--- src/rtl/trainer_session_ctrl.sv ---
// Session sequencer for the cycle trainer: start/stop button, profile fetch,
// periodic temperature sampling with request time-outs and an error state.
module trainer_session_ctrl #(
    parameter int ADC_W         = 12,
    parameter int CNT_W         = 16,
    parameter int SAMPLE_PERIOD = 1000,
    parameter int TIMEOUT       = 255
) (
    input  logic             clock,
    input  logic             rst,
    input  logic             button,
    input  logic             db_ack,
    input  logic             adc_valid,
    input  logic [ADC_W-1:0] adc_data,
    output logic             db_req,
    output logic             sensor_req,
    output logic [ADC_W-1:0] sample,
    output logic             sample_valid,
    output logic [CNT_W-1:0] sample_count,
    output logic             active,
    output logic [1:0]       err
);

    localparam int TMR_W = (SAMPLE_PERIOD > 1) ? $clog2(SAMPLE_PERIOD) : 1;
    localparam int TO_W  = (TIMEOUT > 1) ? $clog2(TIMEOUT) : 1;

    localparam logic [TMR_W-1:0] TMR_LOAD = TMR_W'(SAMPLE_PERIOD - 1);
    localparam logic [TO_W-1:0]  TO_LAST  = TO_W'(TIMEOUT - 1);
    localparam logic [CNT_W-1:0] CNT_MAX  = '1;

    localparam logic [1:0] ERR_NONE = 2'b00;
    localparam logic [1:0] ERR_DB   = 2'b01;
    localparam logic [1:0] ERR_ADC  = 2'b10;

    typedef enum logic [2:0] {
        S_IDLE,
        S_DB_REQ,
        S_SENSE,
        S_WAIT,
        S_ERROR
    } state_e;

    state_e           state_q, state_d;
    logic             button_q;
    logic [TMR_W-1:0] tmr_q, tmr_d;
    logic [TO_W-1:0]  to_cnt_q, to_cnt_d;

    logic             db_req_q, db_req_d;
    logic             sensor_req_q, sensor_req_d;
    logic [ADC_W-1:0] sample_q, sample_d;
    logic             sample_valid_q, sample_valid_d;
    logic [CNT_W-1:0] sample_count_q, sample_count_d;
    logic             active_q, active_d;
    logic [1:0]       err_q, err_d;

    logic press;
    logic expire;
    logic tmr_zero;
    logic capture;
    logic start;

    assign press    = button & ~button_q;
    assign expire   = (to_cnt_q == TO_LAST);
    assign tmr_zero = (tmr_q == '0);
    assign capture  = (state_q == S_SENSE) && adc_valid;
    assign start    = (state_q == S_IDLE) && press;

    // State register and every output flop
    always_ff @(posedge clock) begin
        if (rst) begin
            state_q        <= S_IDLE;
            button_q       <= 1'b0;
            tmr_q          <= '0;
            to_cnt_q       <= '0;
            db_req_q       <= 1'b0;
            sensor_req_q   <= 1'b0;
            sample_q       <= '0;
            sample_valid_q <= 1'b0;
            sample_count_q <= '0;
            active_q       <= 1'b0;
            err_q          <= ERR_NONE;
        end else begin
            state_q        <= state_d;
            button_q       <= button;
            tmr_q          <= tmr_d;
            to_cnt_q       <= to_cnt_d;
            db_req_q       <= db_req_d;
            sensor_req_q   <= sensor_req_d;
            sample_q       <= sample_d;
            sample_valid_q <= sample_valid_d;
            sample_count_q <= sample_count_d;
            active_q       <= active_d;
            err_q          <= err_d;
        end
    end

    // Priority: stop press, then the acknowledge, then time-out expiry
    always_comb begin
        state_d = state_q;
        unique case (state_q)
            S_IDLE: begin
                if (press) state_d = S_DB_REQ;
            end
            S_DB_REQ: begin
                if (press)       state_d = S_IDLE;
                else if (db_ack) state_d = S_SENSE;
                else if (expire) state_d = S_ERROR;
            end
            S_SENSE: begin
                if (press)          state_d = S_IDLE;
                else if (adc_valid) state_d = S_WAIT;
                else if (expire)    state_d = S_ERROR;
            end
            S_WAIT: begin
                if (press)         state_d = S_IDLE;
                else if (tmr_zero) state_d = S_SENSE;
            end
            S_ERROR: begin
                if (press) state_d = S_IDLE;
            end
            default: state_d = S_IDLE;
        endcase
    end

    always_comb begin
        db_req_d       = (state_d == S_DB_REQ);
        sensor_req_d   = (state_d == S_SENSE);
        active_d       = (state_d == S_DB_REQ) ||
                         (state_d == S_SENSE)  ||
                         (state_d == S_WAIT);
        sample_valid_d = capture;
        sample_d       = sample_q;
        sample_count_d = sample_count_q;
        err_d          = err_q;
        tmr_d          = tmr_q;
        to_cnt_d       = '0;

        if (start) sample_count_d = '0;
        if (capture) begin
            sample_d = adc_data;
            if (sample_count_q != CNT_MAX)
                sample_count_d = sample_count_q + 1'b1;
        end

        // Outstanding-request age restarts on every entry to a request state
        if ((state_d == state_q) &&
            ((state_q == S_DB_REQ) || (state_q == S_SENSE)))
            to_cnt_d = to_cnt_q + 1'b1;

        if (capture)
            tmr_d = TMR_LOAD;
        else if ((state_q == S_WAIT) && !tmr_zero)
            tmr_d = tmr_q - 1'b1;

        if (start || ((state_q == S_ERROR) && press))
            err_d = ERR_NONE;
        else if (state_d == S_ERROR && state_q == S_DB_REQ)
            err_d = ERR_DB;
        else if (state_d == S_ERROR && state_q == S_SENSE)
            err_d = ERR_ADC;
    end

    assign db_req       = db_req_q;
    assign sensor_req   = sensor_req_q;
    assign sample       = sample_q;
    assign sample_valid = sample_valid_q;
    assign sample_count = sample_count_q;
    assign active       = active_q;
    assign err          = err_q;

endmodule

--- config.mk ---
export PLATFORM = sky130hd
export DESIGN_NAME = trainer_session_ctrl
export DESIGN_NICKNAME = d
export VERILOG_FILES = /design/src/rtl/trainer_session_ctrl.sv
export SDC_FILE = /design/constraint.sdc
export NUM_CORES = 1
export LEC_CHECK = 0
export ABC_AREA = 0
export CAP_MARGIN = 30
export CORE_ASPECT_RATIO = 1.5
export CORE_MARGIN = 8
export CORE_UTILIZATION = 47
export CTS_CLUSTER_DIAMETER = 100
export DETAILED_ROUTE_END_ITERATION = 12
export GPL_TIMING_DRIVEN = 0
export MAX_ROUTING_LAYER = met4
export PLACE_DENSITY = 0.74
export SETUP_SLACK_MARGIN = 0.15
export SLEW_MARGIN = 20
export SYNTH_ARGS = -nofsm -noshare
export SYNTH_HDL_FRONTEND = slang
export SYNTH_SLANG_ARGS = --single-unit
--- constraint.sdc ---
create_clock -name clock -period 2 [get_ports clock]
set_input_delay 0.4 -clock clock [delete_from_list [all_inputs] [get_ports clock]]
set_output_delay 0.4 -clock clock [all_outputs]
set_load 0.01 [all_outputs]
Word-level counts from Yosys, hierarchy flattened
Index checks and enable logic that the tools add are counted.
{ "op_classes": {"add_sub_neg": 3, "eq_ne": 11, "n_mux": 17, "bitwise_logic": 3, "n_reduce_logical": 20} }
{ "op_table": {"columns": ["op", "count"], "rows": [
  ["$mux 16", 3],
  ["$mux 3", 9],
  ["$mux 10", 2],
  ["$add 16x1->16 const B", 1],
  ["$ne 16x16->1 const B", 1],
  ["$pmux 3 s5", 1],
  ["$eq 3x2->1 const B", 4],
  ["$logic_not 10->1", 1],
  ["$sub 10x1->10 const B", 1],
  ["$add 8x1->8 const B", 1],
  ["$eq 8x8->1 const B", 1],
  ["$logic_and 1x1->1", 7],
  ["$eq 3x1->1 const B", 2],
  ["$eq 3x3->1 const B", 2],
  ["$reduce_or 2->1", 3],
  ["$logic_or 1x1->1", 4],
  ["$reduce_bool 2->1", 2],
  ["$eq 3x3->1", 1],
  ["$logic_not 3->1", 1],
  ["$reduce_or 3->1", 1],
  ["$mux 1", 2],
  ["$not 1->1", 2],
  ["$and 1x1->1", 1],
  ["$logic_not 1->1", 1]
]} }
{ "word_totals": {"register_bits": 56, "in_bits": 17, "output_inout_bits": 34, "wordCells": 67} }

Longest topological paths before layout
Gate-level depths: netlist (run 1).
{ "depth": {"word_depth": 9, "depth_mapped": 8, "mapped_depth_nobuf": 7} }

Worst setup path after synthesis (run 1)
Ideal clock, no wire load.
{ "synth_timing": {"path_kind": "register to register", "from": "reg sample_count_q[0] (netlist: sample_count[0])", "to": "reg sample_count_q[9] (netlist: sample_count[9])", "arrival_time_ps": 1975, "path_slack_ps": -95, "stages_incl_launch_ff": 7, "path_buffers": 1, "synth_period_minus_slack_ps": 2095, "cell_sequence": "dfxtp_1 ha_1 nand4_2 or4_4 buf_6 nand3_1 mux2_2"} }
{ "synth_between": {"elab_chain_cells": 3, "elab_cells_between_ends": 4, "cone_classes": "1 x add/sub; 1 x eq/ne; 2 x mux"} }
{ "synth_rtl": {"columns": ["item", "line_no", "source"], "rows": [
  ["from (decl)", "52", "logic [CNT_W-1:0] sample_count_q, sample_count_d;"],
  ["from (signal assigned)", "91", "sample_count_q <= sample_count_d;"],
  ["$add 16x1->16 or $ne 16x16->1 (tied branches)", "142, 141", null],
  ["$mux 16 (*)", "141", "if (sample_count_q != CNT_MAX)"],
  ["$mux 16 (*)", "139", "if (capture) begin"]
]} }
Every way passes the cells marked *; elsewhere a longest branch is shown, timed or not.
A chain may end at the register's enable or synchronous reset.

Worst setup path in the final report (run 1)
{ "layout_timing": {"from": "reg tmr_q[0]", "to": "reg to_cnt_q[0]"} }
{ "layout_between": {"elab_chain_cells": 8} }
{ "layout_rtl": {"columns": ["item", "line_no", "source"], "rows": [
  ["from (decl)", "45", "logic [TMR_W-1:0] tmr_q, tmr_d;"],
  ["from (signal assigned)", "85", "tmr_q <= tmr_d;"],
  ["$logic_not 10->1", "64", "assign tmr_zero = (tmr_q == '0);"],
  ["$mux 3", "116", "else if (tmr_zero) state_d = S_SENSE;"],
  ["$mux 3", "115", "if (press) state_d = S_IDLE;"],
  ["$pmux 3 s5", "100", "unique case (state_q)"],
  ["$eq 3x3->1", "146", "if ((state_d == state_q) &&"],
  ["$logic_and 1x1->1", "146", null],
  ["$not 1->1 (no line)", null, null],
  ["$reduce_or 2->1 (no line)", null, null],
  ["to (signal assigned)", "86", "to_cnt_q <= to_cnt_d;"],
  ["to (decl)", "46", "logic [TO_W-1:0] to_cnt_q, to_cnt_d;"]
]} }
Every way passes these cells.

==> impl_metrics.yaml, run 1 <==
clocking:
  clockBufferDepth: 2
  cts_tree: "done"
  clockRootBuffer: "clkbuf_8"
  h-tree-depth: 2
  insertion_delay_ns: 0.32
  clk_pin_slew_ns: 0.10
  holdBufCountCts: 0
  cts.sinks: 56
  cts_made_buffers: 5
logic_synthesis:
  synth_area_mm2: 0.00278
  synth_seq_cells: 56
  synth-edff-count: 0
  syn_avg_cell_area_um2: 8.60
  yosysTopAreaCellShare_pct: 40.4
  synth.cells.most_frequent: "56 x dfxtp_1, 38 x nand2_1, 35 x a21oi_1, 20 x o21ai_0, 19 x nand3_1"
  synthTopCellsByArea: "dfxtp_1 40%, a21oi_1 6.3%, nand2_1 5.1%"
  yosys.area.top_type: "dfxtp_1"
  post-synth-top-count-cell: "dfxtp_1"
  synth_warnings: 0
  seq_area_frac_synth_pct: 40.4
  async_reset_ff_share_pct: 0
  synth.distinct_cells: 52
  synth-main-ff-cell: "dfxtp_1"
  syn-num-nets: 344
  syn_inst: 323
timing:
  tightest_slew_ns: 0.599
  fin_ws_ns: -0.00436
  clock_skew_ns: 0.0119
  drv_slew: 0
  min_period_ns: 2.00
  setup_viol: 3
  slew-limit-headroom_pct: 59.8
  max_freq_ghz: 0.499
  fin_crit_sh_pct: 100
  rsz0062_at_grt: "true"
  hold_violations: 0
route:
  dr.pass1.iters: 4
  routedWlPerCell_um: 15.7
  vias: 2672
  routed_wl_um: 7300
  via_per_inst: 5.73
  drt_iter0_markers: 92
  ant_nets: 0
  drc: 0
grt:
  grt_pass1_vias: 2460
  grt_max_degree: 17
  grt_pass1_wl_um: 11200
  grt_remaining_overflow: 0
  grtUsageTotal_pct: 16.2
  antenna_found_initial: 0
floorplan:
  die_x_um: 78.8
  ioPinCount: 51
  die_area_mm2: 0.00868
  rows: 34
  floorplan.initialDensity_pct: 48.4
  die_h_um: 110
  core-area_mm2: 0.00574
placement:
  place_area_mm2: 0.00341
  gp_congestion: 0.912
  place_hpwl_um: 4900
  numPortBuffers: 49
finish:
  utilization_pct: 66.6
  area_growth_pct: 37.7
  multi_input_area_mm2: 0.00166
  drive_gt1_share_pct: 24.1
  regArea_mm2: 0.00115
  design_area_mm2: 0.00382
  final_nets: 414
  antenna_cells: 0
  fillers: 485
setup_path:
  cp_data_required_time_ns: 2.20
  worstSetupPathType: "flip-flop to flip-flop"
  cp-end-kind: "flip-flop"
  cp.arrival_ns: 2.20
  cp_max_fo: 8
  setup.worst_path.start_class: "flip-flop"
run_status:
  violations: "setup timing"
  outcome: "finished with violations"
power_and_ir_drop:
  ir_drop_uv: 397
  finalPower_mw: 2.20
  power.density_cell_area_mw_per_mm2: 574
  p_leak_nw: 1.35
min_path:
  hp-class: "primary input to flip-flop"
flow_run:
  max-cap-violations: 0
cell families after synthesis:
| logic type | synth area share [%] |
|---|---|
| xor+xnor | 4.41 |
| compound gates | 18.2 |
| buf+inv | 6.85 |
| fa+ha+maj | 1.80 |
| flops | 40.4 |
| mux | 1.17 |
| simple gates | 27.3 |
path summary, 6_finish.rpt:
path,start,slack [ns],cells past startpoint,endpoint
setup reg to reg,tmr_q[0]$_SDFFE_PP0P_,-0.004,7,to_cnt_q[0]$_SDFF_PP0_
hold reg to reg,to_cnt_q[0]$_SDFF_PP0_,0.46,1,to_cnt_q[0]$_SDFF_PP0_
hold / removal,rst,0.33,2,button_q$_SDFF_PP0_
setup / recovery,tmr_q[0]$_SDFFE_PP0P_,-0.004,7,to_cnt_q[0]$_SDFF_PP0_
worst max-delay path, cell delays in order, from the launching register on:
cell and delay (ns):
dfxtp_2 0.34, inv_2 0.06, ha_4 0.13, or4b_4 0.48, o31ai_4 0.29, o2111ai_4 0.19, a31oi_4 0.30, nor4_1 0.10
sequential cells by signal, indices dropped and copies added (netlist names):
register      cells
sample_count     16
sample           12
tmr_q            10
state_q           3
button_q          1
to_cnt_q          8
err               2
active            1
sample_valid      1
sensor_req        1
db_req            1
power breakdown:
part	internal [mW]	switching [mW]	total [mW]
combinational	0.116	0.130	0.247
sequential	1.13	0.0150	1.14
clock	0.442	0.366	0.809
total	1.68	0.512	2.20
per-stage QoR:
step                setup slack (ns)  hold slack (ns)  cells  TNS [ns]
floorplan                      0.126            0.471    323         0
global placement              -0.503            0.442    444    -13.76
detailed placement            -0.506            0.449    444    -14.62
CTS                          0.00945            0.315    462         0
global route                 -0.0908            0.321    466    -0.666
finish                      -0.00436            0.333    466  -0.00878
layout by cell type (no fill, tap or decap), types with 12 or more instances in the layout:
master / netlist / final
dfxtp_2: 0 / 14
nor2_1: 16 / 14
dfxtp_1: 56 / 38
nand3_1: 19 / 18
nand2_1: 38 / 37
clkbuf_8: 5 / 12
buf_4: 1 / 15
a21oi_1: 35 / 35
clkdlybuf4s50_1: 0 / 46
o21ai_0: 20 / 18
per-layer routing:
metal | GRT usage (%) | up-vias | routed length [um]
met5 | - | - | 0
met4 | 6.78 | 0 | 107
met3 | 4.06 | 11 | 332
met2 | 28.9 | 57 | 3970
met1 | 16.5 | 1280 | 2890
li1 | - | 1324 | -
cell type report:
| type | count | area share (%) |
|---|---|---|
| Multi-Input combinational cell | 237 | 43.4 |
| Sequential cell | 56 | 30.2 |
| Timing Repair Buffer | 63 | 15.6 |
| Buffer | 17 | 3.89 |
| Clock buffer | 7 | 2.52 |
| Tap cell | 72 | 2.36 |
| Inverter | 13 | 1.28 |
| Clock inverter | 1 | 0.785 |
timing repair:
action	in CTS	in global routing
cloned	0	1
pin swaps	18	17
endpoints found under the setup margin	47	38
setup buffers	10	3
gates resized for setup	19	42
No activity file was read; power rests on OpenSTA's default activity.
==> inputs of run 2 (changes only) <==
REMOVE_ABC_BUFFERS = 1   (was default)
==> impl_metrics.yaml, run 2 (same netlist as run 1, synthesis figures left out) <==
timing:
  fin_crit_sh_pct: 99.7
  clock_skew_ns: 0.0126
  tightest_slew_ns: 0.615
  slew-limit-headroom_pct: 58.8
  hold_violations: 0
  max_freq_ghz: 0.501
  rsz0062_at_grt: "true"
  drv_slew: 0
  min_period_ns: 1.99
  hold_ws_ns: 0.454
  fin_ws_ns: 0.00591
  setup_viol: 0
min_path:
  hp-class: "flip-flop to flip-flop"
finish:
  regArea_mm2: 0.00115
  design_area_mm2: 0.00380
  drive_gt1_share_pct: 25.7
  multi_input_area_mm2: 0.00176
  final_nets: 407
  area_growth_pct: 36.9
  largest_reg_flops: 16
  layout_commonest_cell: "clkdlybuf4s50_1"
  fillers: 479
  antenna_cells: 0
  layout_common_cells: "46 x clkdlybuf4s50_1, 43 x dfxtp_1, 36 x nand2_1, 32 x a21oi_1, 18 x buf_4"
  utilization_pct: 66.2
floorplan:
  die_area_mm2: 0.00868
  die_x_um: 78.8
  die_h_um: 110
  ioPinCount: 51
  core-area_mm2: 0.00574
  floorplan.initialDensity_pct: 48.4
  rows: 34
power_and_ir_drop:
  finalPower_mw: 2.09
  ir_drop_uv: 385
  p_leak_nw: 1.32
  power.density_cell_area_mw_per_mm2: 550
setup_path:
  setup.worst_path.start_class: "flip-flop"
  cp_max_fo: 8
  cp.arrival_ns: 2.18
  cp_data_required_time_ns: 2.18
  worstSetupPathType: "flip-flop to flip-flop"
  cp-end-kind: "flip-flop"
route:
  ant_nets: 0
  dr.pass1.iters: 4
  drc: 0
  drt_iter0_markers: 134
  vias: 2687
  via_per_inst: 5.88
  routedWlPerCell_um: 16.3
  routed_wl_um: 7440
clocking:
  h-tree-depth: 2
  clockBufferDepth: 2
  clockRootBuffer: "clkbuf_8"
  clk_pin_slew_ns: 0.09
  cts_tree: "done"
  cts.sinks: 56
  cts_made_buffers: 5
  insertion_delay_ns: 0.31
grt:
  grt_pass1_vias: 2451
  antenna_found_initial: 0
  grt_pass1_wl_um: 11700
  grtUsageTotal_pct: 16.8
  grt_remaining_overflow: 0
  grt_max_degree: 36
placement:
  place_hpwl_um: 4460
  place_area_mm2: 0.00322
  gp_congestion: 0.893
  post-place-ws_ns: -0.800
  numPortBuffers: 50
run_status:
  outcome: "finished, final reports clean"
flow_run:
  max-cap-violations: 0
==> run 2: repair_timing <==
action / CTS / global route
cloned: 3 / 0
setup endpoints to repair: 54 / 37
pin swaps: 34 / 40
setup buffers: 9 / 11
gates resized for setup: 44 / 39
hold buffers: 0 / 0
==> run 2: critical path, cell delays in order (launching register included) <==
cell and delay (ns):
dfxtp_2 0.34, inv_2 0.06, ha_4 0.13, or4b_4 0.48
o31ai_4 0.26, o2111ai_4 0.18, a31oi_4 0.31, nor4_1 0.11
==> run 2: cell type report <==
class | instances | area share (%)
well taps | 72 | 2.37
clock buffers | 5 | 1.81
repair buffers | 70 | 17.2
inverters | 13 | 1.28
clock inverters | 1 | 0.790
flip-flops and latches | 56 | 30.2
multi-input cells | 240 | 46.3
==> run 2: power by group <==
group	leakage, nW	total, mW	switching [mW]	internal (mW)
Sequential	0.460	1.15	0.0233	1.13
Clock	0.0501	0.708	0.348	0.360
Combinational	0.810	0.231	0.122	0.110
Total	1.32	2.09	0.493	1.60
==> run 2: worst paths after layout <==
| kind | from | to | slack, ns | depth (start not counted) |
|---|---|---|---|---|
| hold / removal | to_cnt_q[0]$_SDFF_PP0_ | to_cnt_q[0]$_SDFF_PP0_ | 0.45 | 1 |
| hold reg to reg | to_cnt_q[0]$_SDFF_PP0_ | to_cnt_q[0]$_SDFF_PP0_ | 0.45 | 1 |
| setup / recovery | tmr_q[1]$_SDFFE_PP0P_ | to_cnt_q[2]$_SDFF_PP0_ | 0.006 | 7 |
| setup reg to reg | tmr_q[1]$_SDFFE_PP0P_ | to_cnt_q[2]$_SDFF_PP0_ | 0.006 | 7 |
==> run 2: per-layer routing <==
layer | vias to the layer above | GRT usage [%] | wire length [um] | part of all wire, %
met4 | 0 | 6.12 | 204 | 2.7
met5 | - | - | 0 | 0
li1 | 1310 | - | - | -
met1 | 1290 | 18.0 | 2840 | 38
met2 | 67 | 29.9 | 4050 | 54
met3 | 20 | 3.57 | 340 | 4.6
==> run 2: per-stage QoR <==
stage | cells | setup TNS (ns)
floorplan | 306 | -0.274
global placement | 428 | -27.33
detailed placement | 428 | -21.38
CTS | 446 | -0.00634
global route | 457 | -0.534
finish | 457 | 0
